[config.mk]
export PLATFORM = sky130hd
export DESIGN_NAME = lsu_spu_reqack
export DESIGN_NICKNAME = d
export VERILOG_FILES = /design/src/rtl/lsu_spu_reqack_pkg.sv /design/src/rtl/lsu_spu_stcnt.sv /design/src/rtl/lsu_spu_reqack.sv
export SDC_FILE = /design/constraint.sdc
export NUM_CORES = 1
export LEC_CHECK = 0
export BUFFER_PORTS_ARGS = -buffer_cell sky130_fd_sc_hd__buf_2
export CORE_MARGIN = 2
export CORE_UTILIZATION = 48
export CTS_CLUSTER_SIZE = 10
export DETAILED_ROUTE_END_ITERATION = 16
export PLACE_DENSITY = 0.83
export SKIP_LAST_GASP = 1
export SYNTH_ARGS = -nofsm -noshare
export SYNTH_HDL_FRONTEND = slang
export SYNTH_SLANG_ARGS = --single-unit
[constraint.sdc]
create_clock -name rclk -period 4.5 [get_ports rclk]
set_input_delay 0.225 -clock rclk [delete_from_list [all_inputs] [get_ports rclk]]
set_output_delay 0.225 -clock rclk [all_outputs]
set_load 0.02 [all_outputs]
[src/rtl/lsu_spu_reqack_pkg.sv]
// Shared constants for the LSU-side SPU MA request/ack responder.
// CPX return types, packet store bit, FSM encoding, MA thread id.
package lsu_spu_reqack_pkg;

  localparam logic [3:0] RTN_LD = 4'b0010;
  localparam logic [3:0] RTN_ST = 4'b0100;

  localparam int ST_BIT = 118;

  localparam logic [1:0] MA_TID = 2'b00;

  localparam logic [1:0] S_IDLE = 2'd0;
  localparam logic [1:0] S_REQ  = 2'd1;
  localparam logic [1:0] S_ACK  = 2'd2;
  localparam logic [1:0] S_HOLD = 2'd3;

  function automatic logic [1:0] cmplt_cnt(input logic dbl);
    return dbl ? 2'b10 : 2'b01;
  endfunction

endpackage

[src/rtl/lsu_spu_stcnt.sv]
// Outstanding MA store counter: +1 per store ack, -0..2 per completion.
// Saturates at zero; sticky underflow when completions exceed count.
module lsu_spu_stcnt #(
  parameter int MAX_OUT = 32,
  parameter int CNT_W   = 6
) (
  input  logic             clk,
  input  logic             rst_n,
  input  logic             inc,
  input  logic [1:0]       dec,
  output logic [CNT_W-1:0] cnt,
  output logic             full,
  output logic             uflow
);

  localparam logic [CNT_W-1:0] MAX_C = CNT_W'(MAX_OUT);

  logic [CNT_W:0] sum;
  logic [CNT_W:0] dec_w;

  assign sum   = {1'b0, cnt} + {{CNT_W{1'b0}}, inc};
  assign dec_w = {{(CNT_W-1){1'b0}}, dec};
  assign full  = (cnt >= MAX_C);

  // count update and sticky underflow
  always_ff @(posedge clk or negedge rst_n) begin
    if (!rst_n) begin
      cnt   <= '0;
      uflow <= 1'b0;
    end else begin
      if (dec_w > sum)
        cnt <= '0;
      else
        cnt <= CNT_W'(sum - dec_w);
      if (dec_w > {1'b0, cnt})
        uflow <= 1'b1;
    end
  end

endmodule

[src/rtl/lsu_spu_reqack.sv]
// LSU responder for SPU MA ld/st: PCX request, ld/st ack pulses,
// CPX load return forwarding and streaming-store completion count.
module lsu_spu_reqack
  import lsu_spu_reqack_pkg::*;
#(
  parameter int MAX_OUT = 32,
  parameter int CNT_W   = 6
) (
  input  logic           rclk,
  input  logic           arst_l,
  input  logic           se,
  input  logic           spu_lsu_ldst_pcx_vld,
  input  logic [122:104] spu_lsu_pckt_req,
  input  logic           pcx_lsu_grant,
  output logic           lsu_pcx_spu_req,
  output logic           lsu_pcx_spu_store,
  input  logic           cpx_spu_vld,
  input  logic [3:0]     cpx_spu_rtntyp,
  input  logic           cpx_spu_dbl,
  input  logic [1:0]     cpx_spu_err,
  output logic           lsu_spu_ld_ackvld,
  output logic           lsu_spu_st_ackvld,
  output logic [1:0]     lsu_spu_ld_ack_tid,
  output logic [1:0]     lsu_spu_st_ack_tid,
  output logic           lsu_spu_ld_asop,
  output logic           lsu_spu_st_asop,
  output logic           lsu_spu_vload_vld,
  output logic [3:0]     lsu_spu_vload_rtntyp,
  output logic [1:0]     lsu_spu_l2_err,
  output logic [1:0]     lsu_spu_strm_ack_cmplt,
  output logic           lsu_spu_stack_uflow
);

  logic [1:0]       state;
  logic [1:0]       state_nx;
  logic             is_store;
  logic             full;
  logic [CNT_W-1:0] st_cnt;
  logic             busy;
  logic             cpx_ld;
  logic             cpx_st;
  logic             unused;

  // scan enable, header bits other than the store bit, and the raw
  // count are not needed by the request logic
  assign unused = ^{se, spu_lsu_pckt_req, st_cnt};

  // next state; a store is held off while the store window is full
  always_comb begin
    state_nx = state;
    unique case (state)
      S_IDLE:
        if (spu_lsu_ldst_pcx_vld &&
            !(spu_lsu_pckt_req[ST_BIT] && full))
          state_nx = S_REQ;
      S_REQ:
        if (pcx_lsu_grant)
          state_nx = S_ACK;
      S_ACK:
        state_nx = S_HOLD;
      default:
        state_nx = S_IDLE;
    endcase
  end

  // state register and request type capture
  always_ff @(posedge rclk or negedge arst_l) begin
    if (!arst_l) begin
      state    <= S_IDLE;
      is_store <= 1'b0;
    end else begin
      state <= state_nx;
      if (state == S_IDLE && state_nx == S_REQ)
        is_store <= spu_lsu_pckt_req[ST_BIT];
    end
  end

  assign busy = (state != S_IDLE);

  assign lsu_pcx_spu_req   = (state == S_REQ);
  assign lsu_pcx_spu_store = lsu_pcx_spu_req & is_store;

  assign lsu_spu_ld_ackvld = (state == S_ACK) & ~is_store;
  assign lsu_spu_st_ackvld = (state == S_ACK) & is_store;

  assign lsu_spu_ld_ack_tid = MA_TID;
  assign lsu_spu_st_ack_tid = MA_TID;

  // asop rises with REQ so it leads the ack pulse by a cycle
  assign lsu_spu_ld_asop = busy & ~is_store;
  assign lsu_spu_st_asop = busy & is_store;

  assign cpx_ld = cpx_spu_vld && (cpx_spu_rtntyp == RTN_LD);
  assign cpx_st = cpx_spu_vld && (cpx_spu_rtntyp == RTN_ST);

  // registered CPX return forwarding
  always_ff @(posedge rclk or negedge arst_l) begin
    if (!arst_l) begin
      lsu_spu_vload_vld      <= 1'b0;
      lsu_spu_vload_rtntyp   <= '0;
      lsu_spu_l2_err         <= '0;
      lsu_spu_strm_ack_cmplt <= '0;
    end else begin
      lsu_spu_vload_vld      <= cpx_ld;
      lsu_spu_vload_rtntyp   <= cpx_ld ? RTN_LD : 4'b0000;
      lsu_spu_l2_err         <= cpx_ld ? cpx_spu_err : 2'b00;
      lsu_spu_strm_ack_cmplt <= cpx_st ? cmplt_cnt(cpx_spu_dbl)
                                       : 2'b00;
    end
  end

  lsu_spu_stcnt #(
    .MAX_OUT (MAX_OUT),
    .CNT_W   (CNT_W)
  ) u_stcnt (
    .clk   (rclk),
    .rst_n (arst_l),
    .inc   (lsu_spu_st_ackvld),
    .dec   (lsu_spu_strm_ack_cmplt),
    .cnt   (st_cnt),
    .full  (full),
    .uflow (lsu_spu_stack_uflow)
  );

endmodule

==> impl_results.md <==
* Share of cells above drive strength 1 at 23.7%
* Static Leakage at 0.580 nW
* WL final at 2120 um
* Top cells by area, synth: dfrtp_1 (36%), ha_1 (11%), buf_4 (5.7%)
* Area Overhead vs Synth at 12.8%
* Commonest non-fill, non-tap cell in the layout: buf_2
* Vias per cell at 5.25
* Largest family of logic cells by synthesized area: simple AND/OR/NAND/NOR gates
* Max Fclk at 373 MHz
* Post-Syn Area at 1050 sq um
* Register area share after synthesis at 35.8%
* Yosys warning total at 0
* Largest net degree at the start of global routing at 16
* Share of the synthesized area in the top cell type at 35.8%
* Post-Syn Area per Cell at 9.45 sq um
* Status: completed
* Core Region at 2000 sq um
* Setup crit start kind: flop
* Internal power at 368 uW
* Max-slew headroom at 60.9%
* Post-synthesis xor/xnor area fraction at 5.01%
* Port bufs at 25
* Routability Congestion at 0.841
* Post-route DRC at 0
* DIE AREA at 2570 sq um
* Sequential power share at 36.6%
* Post-CTS setup-driven buffer insertion count at 0
* First-pass GRT wire length at 3700 um
* Routed Antenna Nets at 0
* Vias in the first global route at 919
* Final Setup Violations at 0
* Detailed Routing Iterations Pass 1 at 6
* Max-slew violation count at 0
* CP endpoint kind: flop
* CTS tree: done
* Mux cell area share after synthesis at 0%
* Critical path peak fanout at 5
* Post-Synth Simple-Gate Area at 21.5%
* Post-Layout Cell Count at 162
* Layout Nets at 178
* Most frequent cells in the layout: buf_2 (25), dfrtp_1 (15), inv_1 (10)
* Row cnt at 16
* CTS Root Cell: clkbuf_4
* Synthesis-stage register bit count at 15
* Dpl hpwl at 1710 um
* Initial Utilization at 52.4%
* Area leader, netlist: dfrtp_1
* Routed len/inst at 13.1 um
* Minimum clock period at 2.68 ns
* Initial antenna violation count at 0
* P_sw at 320 uW
* Worst-Skew Late Latency at 0.29 ns
* Clock Skew at 0.00428 ns
* FF+latch area at 375 sq um
* Multi-input logic area at 573 sq um
* Clock tree buffer depth at 2
* Unrepaired setup endpoints after global routing: no
* Iter 0 DRT Violations at 22
* Fill count at 187
* Power density cells at 582 nW/um^2
* Hold Path Class: input pin to flop
* ANT cells at 0
* Number of CTS-inserted buffers at 3
* Die Wd at 50.7 um
* Final Hold Fails at 0
* Setup tns final at 0 ns
* Adder-Cell Fraction of Synth Area at 12.6%
* Combinational Power Share at 52.0%
* Worst Path Arrival at 2.85 ns
* Yosys cell types at 36
* Peak VDD IR at 0.331 mV
* Reg clk slew, reported paths at 0.09 ns
* MaxCap Viol Count at 0
* Period utilization at 59.5%
* Worst-Margin Slew at 0.582 ns
* Worst EP required at 4.67 ns
* Clock sinks at 15
* Syn Inst Count at 111
* I/O pin total at 52
* Sw frac at 46.5%
* Critical path class: flop to flop
* CTS H-Tree Depth at 1
* Placed Instances at 157
* Die Y at 50.7 um
* DR vias at 850
* Clock power frac at 11.4%
* Overall routing resource usage at 19.4%
* Compound-Gate Fraction of Synth Area at 13.0%
* Overflow after GRT at 0
[metal layers]
layer	part of all wire (%)	GRT usage [%]	vias to the layer above
li1	-	-	419
met1	41	20.2	403
met2	53	35.5	23
met3	4.8	5.65	5
met4	1.6	9.01	0
met5	0	0	-
[per-stage QoR]
| step | util (%) | setup WS (ns) | instance area [sq um] | power, mW | hold WS [ns] |
|---|---|---|---|---|---|
| 2_1_floorplan | - | 1.68 | 1070 | 0.533 | -0.0706 |
| 3_3_place_gp | 57.2 | 1.91 | 1140 | 0.587 | 0.148 |
| 3_5_place_dp | 57.2 | 1.81 | 1140 | 0.612 | 0.149 |
| 4_1_cts | 59.1 | 1.79 | 1180 | 0.692 | 0.0879 |
| 5_1_grt | 59.1 | 1.63 | 1180 | 0.748 | 0.0961 |
| 6_report | 59.1 | 1.82 | 1180 | 0.688 | 0.101 |
[cell families after synthesis]
group	count (synthesis)
compound gates	17
xor+xnor	6
fa+ha+maj	10
buf+inv	22
flops	15
other cells	1
simple gates	40
[synthesized netlist by cell type]
| library cell | instances |
|---|---|
| o21a_1 | 1 |
| nand4_1 | 2 |
| buf_4 | 8 |
| o22ai_1 | 1 |
| a2111oi_4 | 1 |
| o211ai_1 | 2 |
| a211oi_1 | 2 |
| dfrtp_1 | 15 |
| ha_1 | 9 |
| nand2b_1 | 1 |
| nor2b_1 | 5 |
| xnor2_1 | 2 |
| o21ai_0 | 3 |
| or2_2 | 1 |
| nor4_1 | 4 |
| nand2_1 | 6 |
| nor3_1 | 2 |
| xor2_1 | 4 |
| fa_1 | 1 |
| nor3b_1 | 2 |
| and4_1 | 1 |
| inv_1 | 10 |
| nand3_1 | 1 |
| nor2_1 | 9 |
| nand3b_1 | 1 |
| buf_2 | 2 |
| o22a_1 | 1 |
| and2_1 | 3 |
| a21oi_1 | 3 |
| nand4bb_1 | 1 |
| a41oi_1 | 1 |
| clkbuf_1 | 1 |
| buf_6 | 1 |
| conb_1 | 1 |
| or4_4 | 1 |
| o2bb2ai_1 | 2 |
[cell type report]
cell class | instances | share of cell area (%)
multi-input combinational | 80 | 48.5
sequential | 15 | 31.7
timing repair buffer | 26 | 11.4
inverter | 10 | 3.17
tap | 27 | 2.86
clock buffer | 3 | 1.90
clock inverter | 1 | 0.423
[sequential cells by signal (all words and copies together) (netlist names)]
register / cells
u_stcnt.cnt: 6
lsu_spu_l2_err: 2
lsu_spu_strm_ack_cmplt: 2
state: 2
is_store: 1
lsu_spu_vload_rtntyp: 1
u_stcnt.uflow: 1
[worst paths after layout]
check                      cells past startpoint                         to           from  slack [ns]
setup / recovery                               9             u_stcnt.cnt[4]       state[1]        1.82
hold / removal                                 2  lsu_spu_strm_ack_cmplt[0]    cpx_spu_dbl        0.10
setup reg to reg                               9             u_stcnt.cnt[4]       state[1]        1.82
hold reg to reg                                1              u_stcnt.uflow  u_stcnt.uflow        0.47
max in group asynchronous                      2                   state[0]         arst_l        3.88
min in group asynchronous                      2             u_stcnt.cnt[2]         arst_l        0.36
[power groups by stage]
stage               logic, mW  clock network, mW  registers, mW
global placement        0.338                  0          0.249
CTS                     0.361             0.0814          0.250
detailed placement      0.359                  0          0.253
floorplan               0.313                  0          0.220
global route            0.399             0.0887          0.261
finish                  0.357             0.0784          0.252
[critical path, stage by stage (launching register included)]
cell,delay (ns)
dfrtp_1,0.40
inv_1,0.08
nor3b_1,0.33
ha_1,0.22
ha_1,0.27
ha_1,0.33
nor2b_1,0.14
o211ai_1,0.17
a2111oi_4,0.51
nor2_1,0.11
[repair_timing]
action,4_1_cts,5_1_grt
hold buffers,1,0
gates resized for setup,0,0
endpoints found under the hold margin,15,0
Power figures use the tool's default switching activity.
